### src/rtl/exc_seq.sv
// Exception entry sequencer: accepts the highest-priority eligible exception
// request and plays out the LR save, SPSR save, CPSR update and PC vector write
// over four consecutive cycles, acking the exception in the last one.
// Optional feature: define HIGH_VECTORS_EN to place the vector table at 0xFFFF0000.
module exc_seq (
  input  logic        clk,
  input  logic        rst,
  input  logic [5:0]  exc_req,
  input  logic [31:0] ret_addr,
  input  logic [31:0] cpsr_in,
  output logic        busy,
  output logic [5:0]  exc_ack,
  output logic        rf_we,
  output logic [3:0]  rf_waddr,
  output logic [4:0]  rf_mode,
  output logic [31:0] rf_wdata,
  output logic        spsr_we,
  output logic [4:0]  spsr_mode,
  output logic [31:0] spsr_wdata,
  output logic        cpsr_we,
  output logic [31:0] cpsr_wdata,
  output logic        flush
);

`ifdef HIGH_VECTORS_EN
  localparam logic [31:0] VecBase = 32'hFFFF_0000;
`else
  localparam logic [31:0] VecBase = 32'h0000_0000;
`endif

  typedef enum logic [2:0] {
    StIdle,
    StSaveLr,
    StSaveSpsr,
    StSetCpsr,
    StSetPc
  } state_e;

  state_e      state_q;
  logic [5:0]  exc_q;    // one-hot accepted exception
  logic [4:0]  mode_q;   // target mode of the accepted exception
  logic [31:0] cpsr_q;   // CPSR captured at acceptance
  logic [31:0] lr_q;     // return address captured at acceptance

  logic [5:0]  elig;
  logic [5:0]  sel;
  logic [4:0]  sel_mode;
  logic [31:0] vec_off;
  logic [31:0] cpsr_new;

  // Pick the winning request and derive per-exception constants.
  always_comb begin
    // IRQ masked by I, FIQ masked by F
    elig = exc_req & ~{1'b0, cpsr_in[6], cpsr_in[7], 3'b000};
    sel  = 6'b000000;
    if (elig[5])      sel = 6'b100000;
    else if (elig[4]) sel = 6'b010000;
    else if (elig[3]) sel = 6'b001000;
    else if (elig[2]) sel = 6'b000100;
    else if (elig[1]) sel = 6'b000010;
    else if (elig[0]) sel = 6'b000001;

    sel_mode = 5'b00000;
    unique case (sel)
      6'b100000: sel_mode = 5'b10111;  // DABT -> ABT
      6'b010000: sel_mode = 5'b10001;  // FIQ
      6'b001000: sel_mode = 5'b10010;  // IRQ
      6'b000100: sel_mode = 5'b10111;  // PABT -> ABT
      6'b000010: sel_mode = 5'b11011;  // UND
      6'b000001: sel_mode = 5'b10011;  // SWI -> SVC
      default:   sel_mode = 5'b00000;
    endcase

    vec_off = 32'h0;
    unique case (exc_q)
      6'b100000: vec_off = 32'h10;
      6'b010000: vec_off = 32'h1C;
      6'b001000: vec_off = 32'h18;
      6'b000100: vec_off = 32'h0C;
      6'b000010: vec_off = 32'h04;
      6'b000001: vec_off = 32'h08;
      default:   vec_off = 32'h0;
    endcase

    // Set I, clear T, force F only for FIQ, switch mode
    cpsr_new = {cpsr_q[31:8], 1'b1, cpsr_q[6] | exc_q[4], 1'b0, mode_q};
  end

  // Sequencer FSM; each output is registered on the edge entering its state.
  always_ff @(posedge clk or posedge rst) begin
    if (rst) begin
      state_q    <= StIdle;
      exc_q      <= '0;
      mode_q     <= '0;
      cpsr_q     <= '0;
      lr_q       <= '0;
      exc_ack    <= '0;
      rf_we      <= 1'b0;
      rf_waddr   <= '0;
      rf_mode    <= '0;
      rf_wdata   <= '0;
      spsr_we    <= 1'b0;
      spsr_mode  <= '0;
      spsr_wdata <= '0;
      cpsr_we    <= 1'b0;
      cpsr_wdata <= '0;
      flush      <= 1'b0;
    end else begin
      exc_ack    <= '0;
      rf_we      <= 1'b0;
      rf_waddr   <= '0;
      rf_mode    <= '0;
      rf_wdata   <= '0;
      spsr_we    <= 1'b0;
      spsr_mode  <= '0;
      spsr_wdata <= '0;
      cpsr_we    <= 1'b0;
      cpsr_wdata <= '0;
      flush      <= 1'b0;
      unique case (state_q)
        StIdle: begin
          if (sel != 6'b000000) begin
            state_q  <= StSaveLr;
            exc_q    <= sel;
            mode_q   <= sel_mode;
            cpsr_q   <= cpsr_in;
            lr_q     <= ret_addr;
            rf_we    <= 1'b1;
            rf_waddr <= 4'd14;
            rf_mode  <= sel_mode;
            rf_wdata <= ret_addr;
          end
        end
        StSaveLr: begin
          state_q    <= StSaveSpsr;
          spsr_we    <= 1'b1;
          spsr_mode  <= mode_q;
          spsr_wdata <= cpsr_q;
        end
        StSaveSpsr: begin
          state_q    <= StSetCpsr;
          cpsr_we    <= 1'b1;
          cpsr_wdata <= cpsr_new;
        end
        StSetCpsr: begin
          state_q  <= StSetPc;
          rf_we    <= 1'b1;
          rf_waddr <= 4'd15;
          rf_mode  <= mode_q;
          rf_wdata <= VecBase + vec_off;
          flush    <= 1'b1;
          exc_ack  <= exc_q;
        end
        StSetPc: begin
          state_q <= StIdle;
        end
        default: begin
          state_q <= StIdle;
        end
      endcase
    end
  end

  assign busy = (state_q != StIdle);

endmodule

### config.mk
export PLATFORM = sky130hd
export DESIGN_NAME = exc_seq
export DESIGN_NICKNAME = d
export VERILOG_FILES = /design/src/rtl/exc_seq.sv
export SDC_FILE = /design/constraint.sdc
export NUM_CORES = 1
export LEC_CHECK = 0
export BUFFER_PORTS_ARGS = -buffer_cell sky130_fd_sc_hd__buf_4
export CAP_MARGIN = 20
export CORE_ASPECT_RATIO = 1.4
export CORE_MARGIN = 3
export CORE_UTILIZATION = 24
export DETAILED_ROUTE_END_ITERATION = 8
export HOLD_SLACK_MARGIN = 0.15
export MAX_ROUTING_LAYER = met4
export RECOVER_POWER = 50
export SLEW_MARGIN = 20
export SYNTH_ARGS = -nofsm -noshare
export SYNTH_HDL_FRONTEND = slang
export SYNTH_SLANG_ARGS = --single-unit
export TNS_END_PERCENT = 10
### constraint.sdc
create_clock -name clk -period 5.9 [get_ports clk]
set_clock_uncertainty 0.15 [all_clocks]
set_input_delay 0.59 -clock clk [delete_from_list [all_inputs] [get_ports clk]]
set_output_delay 0.59 -clock clk [all_outputs]
set_load 0.02 [all_outputs]
## Word level (Yosys, flattened, before mapping)

Cells that the tools add are included.

- Flip-flop bits (word level): 166
- Input bits: 72
- Output and inout bits: 121
- Logic and storage cells: 64

- Eq/ne operators: 16
- Multiplexer cells: 25
- Bitwise logic cells: 3
- Reduce and logical (&&, ||, !) cells: 5

Operators by type and width:

| kind | number |
|---|---|
| 32-bit two-way mux | 3 |
| 32-bit case mux with 2 select lines | 1 |
| 5-bit case mux with 6 select lines | 1 |
| 5-bit case mux with 5 select lines | 1 |
| 5-bit two-way mux | 3 |
| 6-bit by 1-bit == test with 1-bit output (second input constant) | 2 |
| 6-bit by 2-bit == test with 1-bit output (second input constant) | 2 |
| 6-bit by 3-bit == test with 1-bit output (second input constant) | 2 |
| 6-bit by 4-bit == test with 1-bit output (second input constant) | 2 |
| 6-bit by 5-bit == test with 1-bit output (second input constant) | 2 |
| 6-bit == test (second input constant) | 2 |
| 6-bit two-way mux | 2 |
| 3-bit case mux with 4 select lines | 1 |
| 5-bit case mux with 2 select lines | 1 |
| 4-bit two-way mux | 2 |
| 4-bit case mux with 2 select lines | 1 |
| 6-bit AND | 1 |
| 3-bit by 2-bit == test with 1-bit output (second input constant) | 2 |
| 3-bit two-way mux | 2 |
| 5-bit NOT with 6-bit output | 1 |
| 6-bit nonzero test | 1 |
| 1-bit two-way mux | 5 |
| 3-bit by 1-bit == test with 1-bit output (second input constant) | 1 |
| 3-bit logical NOT | 1 |
| other kinds (7) | 7 |

## Longest topological paths before layout

- Depth after elaboration: 13
- Depth in mapped cells: 7
- Mapped depth without buffers: 4

## Worst setup path after synthesis

Ideal clock, no wire load.

- Path kind: input to register
- Start: in exc_req[5]
- End: reg cpsr_q[10]
- Library setup time: 125 ps
- Data arrival time: 1790 ps
- Data required time: 5625 ps
- Slack: 3835 ps
- Stages on the path: 7
- Cells stage by stage: buf_2 > nor4_2 > nand3_2 > and2_4 > buf_6 > buf_6 > mux2_4

- Word-level cells in the longest chain between the ends: 4

Ends and longest elaborated chain:

| element | line | text |
|---|---|---|
| start: declaration | 8 | `input logic [5:0] exc_req,` |
| 6-bit AND | 54 | `elig = exc_req & ~{1'b0, cpsr_in[6], cpsr_in[7], 3'b000};` |
| 6-bit two-way mux | 56 | `if (elig[5]) sel = 6'b100000;` |
| 6-bit nonzero test | 122 | `if (sel != 6'b000000) begin` |
| 2-bit AND reduction (no line) | - |  |
| end signal: assignment | 126 | `cpsr_q <= cpsr_in;` |
| end: declaration | 42 | `logic [31:0] cpsr_q;` |

No other way between the ends.
A chain may end at the register's enable or synchronous reset.

## Worst setup path in the final report

- Start: reg state_q[0]
- End: out busy

- Word-level cells in the longest chain between the ends: 1

Ends and longest elaborated chain:

| element | line | text |
|---|---|---|
| start: declaration | 39 | `state_e state_q;` |
| start signal: assignment | 92 | `state_q <= StIdle;` |
| start signal: assignment | 123 | `state_q <= StSaveLr;` |
| start signal: assignment | 135 | `state_q <= StSaveSpsr;` |
| 3-bit nonzero test | 164 | `assign busy = (state_q != StIdle);` |
| end: declaration | 11 | `output logic busy,` |

No other way between the ends.

==> results.json <==
{
  "routedWlPerCell_um": 15.1,
  "final-setup-viol-count": 0,
  "max_stage_delay_ps": 1070,
  "vias_per_cell": 3.96,
  "start_kind": "register",
  "drt_first_pass_iters": 4,
  "tns_ps": 0,
  "ant_nets": 0,
  "syn_inst": 400,
  "io_pins": 193,
  "wirelength_um": 13700,
  "die_x_um": 136,
  "worstReg2RegEnd": "cpsr_q[28]$_DFFE_PP0P_",
  "synthFlopType": "dfrtp_1",
  "grt.overflow.total": 0,
  "reg2reg_slack_ps": 2730,
  "status": "complete, but fails checks",
  "cts_tree": "done",
  "min_period_ps": 3410,
  "max_freq_ghz": 0.293,
  "drc": 0,
  "async_flop_share_pct": 100,
  "numClockSinks": 160,
  "ys_warn_count": 0,
  "grt_usage_pct": 11.4,
  "p_leak_uw": 0.00366,
  "netlist_area_sq_um": 5710,
  "hp-start": "ret_addr[17]",
  "r2r-start": "state_q[0]$_DFFE_PP0P_",
  "grt_max_degree": 60,
  "start_util_pct": 24.5,
  "cp_cell_sequence": "nor3_1 > clkbuf_1 > inv_1 > buf_4",
  "grt_pass1_wl_um": 21500,
  "critPathMaxFanout": 40,
  "syn_avg_cell_area_sq_um": 14.3,
  "synth-seq-cells": 160,
  "numCtsBuffers": 17,
  "synthesis.nets": 472,
  "drt_iter0_drc": 142,
  "synth_cell_type_count": 43,
  "slew_viol_final": 60,
  "slew_headroom_pct": -60.1,
  "p_per_area_nw_per_um2": 584,
  "met3_usage_pct": 3.23,
  "drive_gt1_share_pct": 24.7,
  "slowest_stage": "clkbuf_1",
  "ctsHtreeMaxLevel": 4,
  "grt_use_met2_pct": 18.0,
  "finish.net_count": 658,
  "crit_buf_inv": 3,
  "grt_setup_unrepaired": "false",
  "reg2reg_depth": 4,
  "io_buffer_count": 191,
  "cts_root_buf": "clkbuf_16",
  "met1_usage_pct": 13.4,
  "antenna_cells": 0,
  "cp_top_family": "buffers and inverters",
  "total_power_uw": 4460,
  "insertion_delay_ps": 420,
  "ys_seq_area_share_pct": 70.1,
  "fp.dieArea_sq_um": 25700,
  "min_path_cells": 2,
  "crit_arrival_ps": 2670,
  "nFillCells": 2447,
  "rows": 66,
  "path_class": "register to output port",
  "vias": 3588,
  "synth_edf_count": 0,
  "hold_viol": 0,
  "holdCritPathClass": "primary input to register",
  "fp.dieH_um": 189,
  "violations": "capacitance limit, slew limit",
  "antenna_found_initial": 0,
  "tightest_slew_ps": 2390,
  "grt_pass1_vias": 3786,
  "coreArea_sq_um": 23300,
  "path_clk_slew_ps": 70,
  "place_hpwl_um": 9760,
  "maxCapViolations": 1,
  "busiest_layer": "met2",
  "irDropWorstVdd_uv": 199,
  "clk_path_buf_depth": 2,
  "gp_congestion": 0.714,
  "period_share_pct": 57.8,
  "min_to": "rf_wdata[17]$_DFF_PP0_",
  "worst_setup_path_end_kind": "output port",
  "fin_util_pct": 32.8,
  "required_ps": 5160,
  "syn_to_final_growth_pct": 33.7,
  "cts_resized": 0
}
[power by group]
part / total, uW / switching (uW) / leakage (uW) / internal, uW
Clock: 1200 / 438 / 0.000315 / 766
Sequential: 1740 / 215 / 0.00207 / 1520
Combinational: 1510 / 922 / 0.00127 / 590
[Yosys cell counts (2+ instances only)]
| master | n | area, sq um |
|---|---|---|
| a32o_1 | 2 | 20.0 |
| mux2_2 | 7 | 78.8 |
| nor2_1 | 7 | 26.3 |
| and3b_1 | 2 | 17.5 |
| a21oi_1 | 7 | 35.0 |
| a21o_1 | 2 | 15.0 |
| nand2_1 | 8 | 30.0 |
| mux2_1 | 2 | 22.5 |
| and3_1 | 29 | 181 |
| buf_6 | 4 | 45.0 |
| nor3_1 | 4 | 20.0 |
| dfrtp_1 | 160 | 4000 |
| nor4_1 | 2 | 12.5 |
| nor2b_1 | 2 | 12.5 |
| nand3_1 | 2 | 10.0 |
| and2_1 | 72 | 450 |
| inv_1 | 6 | 22.5 |
| buf_4 | 6 | 45.0 |
| xor2_1 | 2 | 17.5 |
| buf_2 | 2 | 10.0 |
| nand2b_1 | 4 | 25.0 |
| o21ai_0 | 7 | 35.0 |
| nor3b_1 | 2 | 15.0 |
| mux2_4 | 24 | 360 |
| clkbuf_1 | 17 | 63.8 |
[metrics by stage]
stage / area (sq um) / worst slack (ps) / hold WS (ps) / instances
floorplan: 5710 / 840 / 297 / 400
global placement: 7420 / 3070 / 323 / 872
detailed placement: 7420 / 3040 / 323 / 872
CTS: 8080 / 3370 / 212 / 905
global route: 7630 / 2160 / 220 / 905
finish: 7630 / 2490 / 245 / 905
[cell type report]
cell class	count	area (sq um)	area share (%)
repair buffers	197	1050	13.8
well taps	306	383	5.01
clock buffers	20	447	5.85
clock inverters	12	206	2.70
inverters	6	23.8	0.311
flip-flops and latches	160	4000	52.4
multi-input cells	204	1520	19.9
[timing repair]
item | CTS | global route
hold buffers | 1 | 0
setup buffers | 0 | 0
hold endpoints to repair | 57 | 0
[logic make-up (layout without fill, tap and decap cells)]
kind of cell	after synthesis	after routing	share of synthesized area, %
other	1	1	0.0657
AO/OA/AOI/OAI	24	24	2.61
AND/OR/NAND/NOR	142	142	15.2
XOR/XNOR	3	3	0.460
flip-flops	160	160	70.1
multiplexers	34	34	8.26
buffers and inverters	36	235	3.33
[layer usage]
layer / routed length, um / share of wire, %
met1: 5580 / 41
met2: 6950 / 51
met3: 842 / 6.1
met4: 322 / 2.4
met5: 0 / 0
[how the worst max path moves through the flow]
| stage | from | endpoint | slack, ps | cells after the start |
|---|---|---|---|---|
| final | state_q[0]$_DFFE_PP0P_ | busy | 2490 | 4 |
| after global routing | state_q[0]$_DFFE_PP0P_ | busy | 2160 | 4 |
| after CTS | state_q[0]$_DFFE_PP0P_ | busy | 3370 | 4 |
| after detailed placement | exc_req[1] | cpsr_q[25]$_DFFE_PP0P_ | 3040 | 5 |
| after global placement | exc_req[1] | cpsr_q[25]$_DFFE_PP0P_ | 3070 | 5 |
| after floorplan | rst | cpsr_q[0]$_DFFE_PP0P_ | 840 | 1 |
[sequential cells by signal, indices dropped and copies added, names as in the netlist]
register and cells:
cpsr_wdata 31, rf_mode 5, spsr_mode 5, exc_q 6, rf_wdata 32, spsr_we 1, mode_q 5, spsr_wdata 32
exc_ack 6, state_q 3, cpsr_q 32, rf_waddr 2
[placed cells by master (no fill, tap or decap), drive strengths merged, types with 3 or more instances in the layout]
cell type | synthesis | layout
a21oi | 7 | 7
and2 | 73 | 73
and3 | 29 | 29
buf | 13 | 81
bufinv | 0 | 5
clkbuf | 17 | 135
clkinv | 0 | 5
dfrtp | 160 | 160
inv | 6 | 6
mux2 | 33 | 33
nand2 | 8 | 8
nand2b | 4 | 4
nand3 | 3 | 3
nor2 | 7 | 7
nor3 | 4 | 4
nor4 | 3 | 3
o21ai | 8 | 8
Note: power is estimated with default switching activity, not from simulation.
